===== config.mk =====
export PLATFORM = sky130hd
export DESIGN_NAME = wb_regfile
export DESIGN_NICKNAME = d
export VERILOG_FILES = /design/src/rtl/wb_regfile_pkg.sv /design/src/rtl/wb_regfile_regfile_32x32.sv /design/src/rtl/wb_regfile.sv
export SDC_FILE = /design/constraint.sdc
export NUM_CORES = 2
export LEC_CHECK = 0
export ABC_CLOCK_PERIOD_IN_PS = 39700
export CORE_MARGIN = 3
export CORE_UTILIZATION = 60
export CTS_CLUSTER_DIAMETER = 50
export DETAILED_ROUTE_END_ITERATION = 16
export PLACE_DENSITY = 0.79
export SLEW_MARGIN = 20
export SYNTH_ARGS = -nofsm -noshare
export SYNTH_HDL_FRONTEND = slang
export SYNTH_SLANG_ARGS = --single-unit
export TNS_END_PERCENT = 5

===== constraint.sdc =====
create_clock -name clk -period 39.7 [get_ports clk]
set_clock_uncertainty 0.05 [all_clocks]
set_input_delay 5.955 -clock clk [delete_from_list [all_inputs] [get_ports clk]]
set_output_delay 5.955 -clock clk [all_outputs]
set_load 0.03 [all_outputs]

===== src/rtl/wb_regfile_pkg.sv =====
// Shared CPU constants and helpers for the write-back stage and register file.
package wb_regfile_pkg;

    localparam int NREGS = 32;
    localparam int XLEN  = 32;
    localparam int RN_W  = 5;

    typedef logic [XLEN-1:0] word_t;
    typedef logic [RN_W-1:0] regnum_t;

    // A write only lands when it is requested and does not target the hard-wired zero register.
    function automatic logic is_commit(input logic regwrite, input regnum_t wn);
        return regwrite && (wn != {RN_W{1'b0}});
    endfunction

endpackage


===== src/rtl/wb_regfile_regfile_32x32.sv =====
// 31-entry general register file with hard-wired zero r0, one write port and two
// combinational read ports; contents clear asynchronously on rst.
module regfile_32x32
    import wb_regfile_pkg::*;
(
    input  logic            clk,
    input  logic            rst,
    input  logic            we,
    input  logic [RN_W-1:0] wn,
    input  logic [XLEN-1:0] wd,
    input  logic [RN_W-1:0] rn1,
    input  logic [RN_W-1:0] rn2,
    output logic [XLEN-1:0] qa,
    output logic [XLEN-1:0] qb
);

    logic [XLEN-1:0] regs_r [1:NREGS-1];

    // Storage update: async clear, then single write port guarded against r0.
    always_ff @(posedge clk or posedge rst) begin
        if (rst) begin
            for (int i = 1; i < NREGS; i++) begin
                regs_r[i] <= {XLEN{1'b0}};
            end
        end else if (we && (wn != {RN_W{1'b0}})) begin
            regs_r[wn] <= wd;
        end
    end

    // Read port A: r0 and reset both read as zero.
    always_comb begin
        qa = {XLEN{1'b0}};
        if (rst || (rn1 == {RN_W{1'b0}})) begin
            qa = {XLEN{1'b0}};
        end else begin
            qa = regs_r[rn1];
        end
    end

    // Read port B: r0 and reset both read as zero.
    always_comb begin
        qb = {XLEN{1'b0}};
        if (rst || (rn2 == {RN_W{1'b0}})) begin
            qb = {XLEN{1'b0}};
        end else begin
            qb = regs_r[rn2];
        end
    end

endmodule


===== src/rtl/wb_regfile.sv =====
// Write-back stage: result mux, register file, commit counter and optional WB->ID
// write-through bypass enabled by defining WB_BYPASS_EN.
module wb_regfile
    import wb_regfile_pkg::*;
#(
    parameter int WCNT_W = 32
) (
    input  logic              clk,
    input  logic              rst,
    input  logic              MemtoReg,
    input  logic              RegWrite,
    input  logic [RN_W-1:0]   wn,
    input  logic [XLEN-1:0]   rd,
    input  logic [XLEN-1:0]   Muxout,
    input  logic [RN_W-1:0]   rn1,
    input  logic [RN_W-1:0]   rn2,
    output logic [XLEN-1:0]   qa,
    output logic [XLEN-1:0]   qb,
    output logic [XLEN-1:0]   wb_data,
    output logic [WCNT_W-1:0] wb_cnt
);

    logic [XLEN-1:0]   wb_data_s;
    logic [XLEN-1:0]   rf_qa_s;
    logic [XLEN-1:0]   rf_qb_s;
    logic              commit_s;
    logic [WCNT_W-1:0] wb_cnt_r;

    assign wb_data_s = MemtoReg ? rd : Muxout;
    assign commit_s  = is_commit(RegWrite, wn) && !rst;
    assign wb_data   = wb_data_s;
    assign wb_cnt    = wb_cnt_r;

    regfile_32x32 u_regfile (
        .clk (clk),
        .rst (rst),
        .we  (RegWrite),
        .wn  (wn),
        .wd  (wb_data_s),
        .rn1 (rn1),
        .rn2 (rn2),
        .qa  (rf_qa_s),
        .qb  (rf_qb_s)
    );

    // Commit counter; wraps freely at all-ones.
    always_ff @(posedge clk or posedge rst) begin
        if (rst) begin
            wb_cnt_r <= {WCNT_W{1'b0}};
        end else if (commit_s) begin
            wb_cnt_r <= wb_cnt_r + WCNT_W'(1);
        end else begin
            wb_cnt_r <= wb_cnt_r;
        end
    end

`ifdef WB_BYPASS_EN
    // Write-through: a same-cycle commit to the read register is forwarded to the reader.
    always_comb begin
        qa = rf_qa_s;
        if (commit_s && (wn == rn1)) begin
            qa = wb_data_s;
        end else begin
            qa = rf_qa_s;
        end
    end

    // Same forwarding for port B.
    always_comb begin
        qb = rf_qb_s;
        if (commit_s && (wn == rn2)) begin
            qb = wb_data_s;
        end else begin
            qb = rf_qb_s;
        end
    end
`else
    assign qa = rf_qa_s;
    assign qb = rf_qb_s;
`endif

endmodule


==> summary.txt <==
Final layout
  • Post-layout nets: 4712
  • Share of layout cells above drive strength 1: 18.8%
  • Area Overhead vs Synth: 12.1%

Critical path
  • Slowest cell on the critical path: buf_4
  • Crit Path Max Fanout: 112
  • CP startpoint kind: input pin
  • CP most frequent cell: buf_4
  • CP peak stage delay: 0.90 ns
  • CP required: 33.69 ns
  • Buf/Inv on CP: 5
  • Worst path arrival time: 10.49 ns
  • Top delay family on crit path: buffers and inverters
  • Crit path capture type: output port
  • Critical-path cell list: buf_8 > buf_12 > buf_4 > nor3b_4 > buf_4 > a221oi_1 > a221o_1 > o221ai_1 > clkdlybuf4s50_1
  • Setup CP Type: in -> out

Pwr
  • Power Density: 54.1 nW/µm²
  • Power Total: 3.21 mW
  • Leakage power figure: 25.1 nW
  • Worst IR Drop VDD: 0.0474 mV

Routing
  • Iteration-0 DRC Markers: 4976
  • DR vias/cell: 6.97
  • Detail Route Antenna Nets: 0
  • Drt wl/cell: 27.3 µm
  • DRC Markers: 0
  • Via count: 40900
  • Pre-antenna DRT Iters: 6
  • Wirelength, routed: 161000 µm

Hold path
  • Min-delay worst type: reg -> reg

Clock network
  • # Post-CTS Setup Buffers: 0
  • CTS tree: yes
  • CTS Buf Count: 113
  • Hold Buf Count CTS: 0
  • H-tree levels: 3
  • CTS sink count: 1024
  • Clock transition at the registers of the reported paths: 0.05 ns
  • Worst skew pair latency: 0.69 ns
  • Clock buffer depth: 3
  • # resized after CTS: 0
  • CTS Root Cell: clkbuf_16

Run
  • Max cap viols: 0

Global routing
  • Antenna violations before repair: 5
  • GRT overflow: 0
  • Number of global-route vias before repair: 41600
  • Total Routing Usage GR: 35.4%
  • Global-route wire length before repair: 246000 µm
  • Largest net degree at the start of global routing: 201

Synth
  • Synth cell types: 56
  • Largest cells by area after synthesis: dfrtp_1 (48%), mux4_2 (19%), o21ai_0 (5.4%)
  • Syn. warnings: 0
  • Syn Area/Cell: 11.3 µm²
  • Async set or reset register ratio after synthesis: 100%
  • Mapped Cells: 4696
  • Mapped Nets: 4780
  • Number of synthesized flops with an enable pin: 0
  • Synth Register Bits: 1024
  • Commonest register cell after synthesis: dfrtp_1
  • Post-synthesis sequential area ratio: 48.4%
  • Post-Syn Area: 52900 µm²
  • Leading area contributor after synthesis: dfrtp_1
  • Top-area cell type share of the netlist area: 48.4%

Placement
  • Routability congestion estimate: 0.859
  • Buffers on Ports: 210
  • Post-DP HPWL: 92300 µm

STA
  • Fin. Hold Viols: 0
  • RSZ-0062 raised after global routing: false
  • Final setup fails: 0
  • Setup TNS: 0 ns
  • Worst slew pin tran: 1.19 ns
  • Tmin final: 16.49 ns
  • Slew Limit Fails: 0
  • Slew headroom: 20.8%
  • Peak Freq: 0.0606 GHz
  • Tcrit/Tclk final: 41.5%

Floorplan
  • Chip width: 303 µm
  • Die Span Y: 303 µm
  • # rows: 108
  • IO Pins: 211
  • Core box area: 87200 µm²
  • Die area: 91800 µm²
  • Initial core utilization: 60.7%

Outcome
  • Status: finished, final reports clean
==> placed cells by master, fill, tap and decap left out, types with 5 or more instances in the layout <==
| master | netlist | final |
|---|---|---|
| nand2_2 | 0 | 8 |
| mux2_2 | 66 | 66 |
| bufinv_16 | 0 | 7 |
| a221oi_1 | 60 | 60 |
| clkbuf_8 | 0 | 30 |
| nand3b_1 | 5 | 5 |
| o221ai_1 | 61 | 61 |
| mux4_2 | 443 | 443 |
| clkbuf_1 | 297 | 15 |
| mux2i_1 | 237 | 205 |
| clkdlybuf4s50_1 | 0 | 201 |
| o21ai_1 | 32 | 32 |
| o21ai_0 | 576 | 576 |
| and3_1 | 5 | 5 |
| clkinv_2 | 0 | 21 |
| buf_4 | 40 | 85 |
| clkbuf_16 | 0 | 114 |
| clkinvlp_4 | 0 | 9 |
| nor2_1 | 397 | 389 |
| mux2i_2 | 0 | 22 |
| mux2i_4 | 0 | 10 |
| nand4_1 | 16 | 16 |
| buf_8 | 0 | 5 |
| nor2_4 | 0 | 12 |
| buf_12 | 1 | 5 |
| inv_1 | 36 | 35 |
| dfrtp_1 | 1024 | 1024 |
| nand2_1 | 693 | 685 |
| a21oi_1 | 388 | 388 |
| nand3_1 | 20 | 16 |
| xnor2_1 | 27 | 27 |
| a221o_1 | 60 | 60 |
==> routing by layer <==
| layer | share of wire, % | vias to the layer above | track usage, % |
|---|---|---|---|
| li1 | - | 17000 | - |
| met1 | 36 | 20600 | 45.7 |
| met2 | 47 | 2715 | 56.1 |
| met3 | 12 | 606 | 8.51 |
| met4 | 5.5 | 0 | 18.9 |
| met5 | 0 | - | 0 |
==> through the flow <==
stage	worst slack (ns)	hold slack, ns	cell area [µm²]	cells	utilization, %
floorplan	2.35	0.410	52900	4696	-
global placement	23.15	0.417	55300	5664	63.5
detailed placement	23.12	0.434	55300	5664	63.5
CTS	23.09	0.443	59200	5870	67.9
global route	22.82	0.463	59300	5876	68.0
finish	23.21	0.443	59300	5876	68.0
==> synthesized netlist by cell type, types with 5 or more instances <==
| master | count |
|---|---|
| and3_1 | 5 |
| o21ai_1 | 32 |
| mux4_2 | 443 |
| nand3b_1 | 5 |
| mux2_2 | 66 |
| o221ai_1 | 61 |
| buf_4 | 40 |
| inv_1 | 36 |
| a221oi_1 | 60 |
| o21ai_0 | 576 |
| mux2i_1 | 237 |
| buf_2 | 129 |
| nand2_1 | 693 |
| nand3_1 | 20 |
| nor2_1 | 397 |
| a21oi_1 | 388 |
| a221o_1 | 60 |
| xnor2_1 | 27 |
| nand4_1 | 16 |
| dfrtp_1 | 1024 |
| buf_6 | 16 |
| clkbuf_1 | 297 |
==> layout make-up <==
class	instances	area, µm²
clock buffer	158	3310
multi-input combinational	3150	25300
tap	1155	1450
timing repair buffer	303	2950
inverter	36	143
clock inverter	48	515
antenna	2	5.00
sequential	1024	25600
fill	6090	27900
==> worst reg2reg max path: stages (launching register included) <==
cell and delay [ns]:
dfrtp_1 0.41, nand4b_1 0.17, a211oi_2 0.84, nand4_1 0.24
xnor2_1 0.19
==> worst paths after layout <==
| check | from | to | slack (ns) | depth (start not counted) |
|---|---|---|---|---|
| max | rn2[0] | qb[31] | 23.21 | 9 |
| min | wb_cnt[31] | wb_cnt[31] | 0.44 | 1 |
| max reg2reg | wb_cnt[3] | wb_cnt[17] | 37.67 | 4 |
| min reg2reg | wb_cnt[31] | wb_cnt[31] | 0.44 | 1 |
| max in group asynchronous | rst | u_regfile.regs_r[231] | 30.84 | 4 |
| min in group asynchronous | rst | u_regfile.regs_r[954] | 6.31 | 2 |
==> report_power, final <==
group | switching [mW] | internal [mW]
Combinational | 0.349 | 0.350
Sequential | 0.176 | 1.26
Clock | 0.443 | 0.627
==> cell families after synthesis <==
group	after synthesis	synth area share, %
AOI/OAI and AO/OA	1190	12.8
and+or+nand+nor	1182	8.93
DFF	1024	48.4
muxes	746	24.8
buffers and inverters	522	4.55
xor gates and xnor gates	31	0.513
adders and majority gates	1	0.0236
==> state kept, by name, summed over array words and instances, names as in the netlist <==
name / cells
u_regfile.regs_r: 992
wb_cnt: 32
Note: power is estimated with default switching activity, not from simulation.
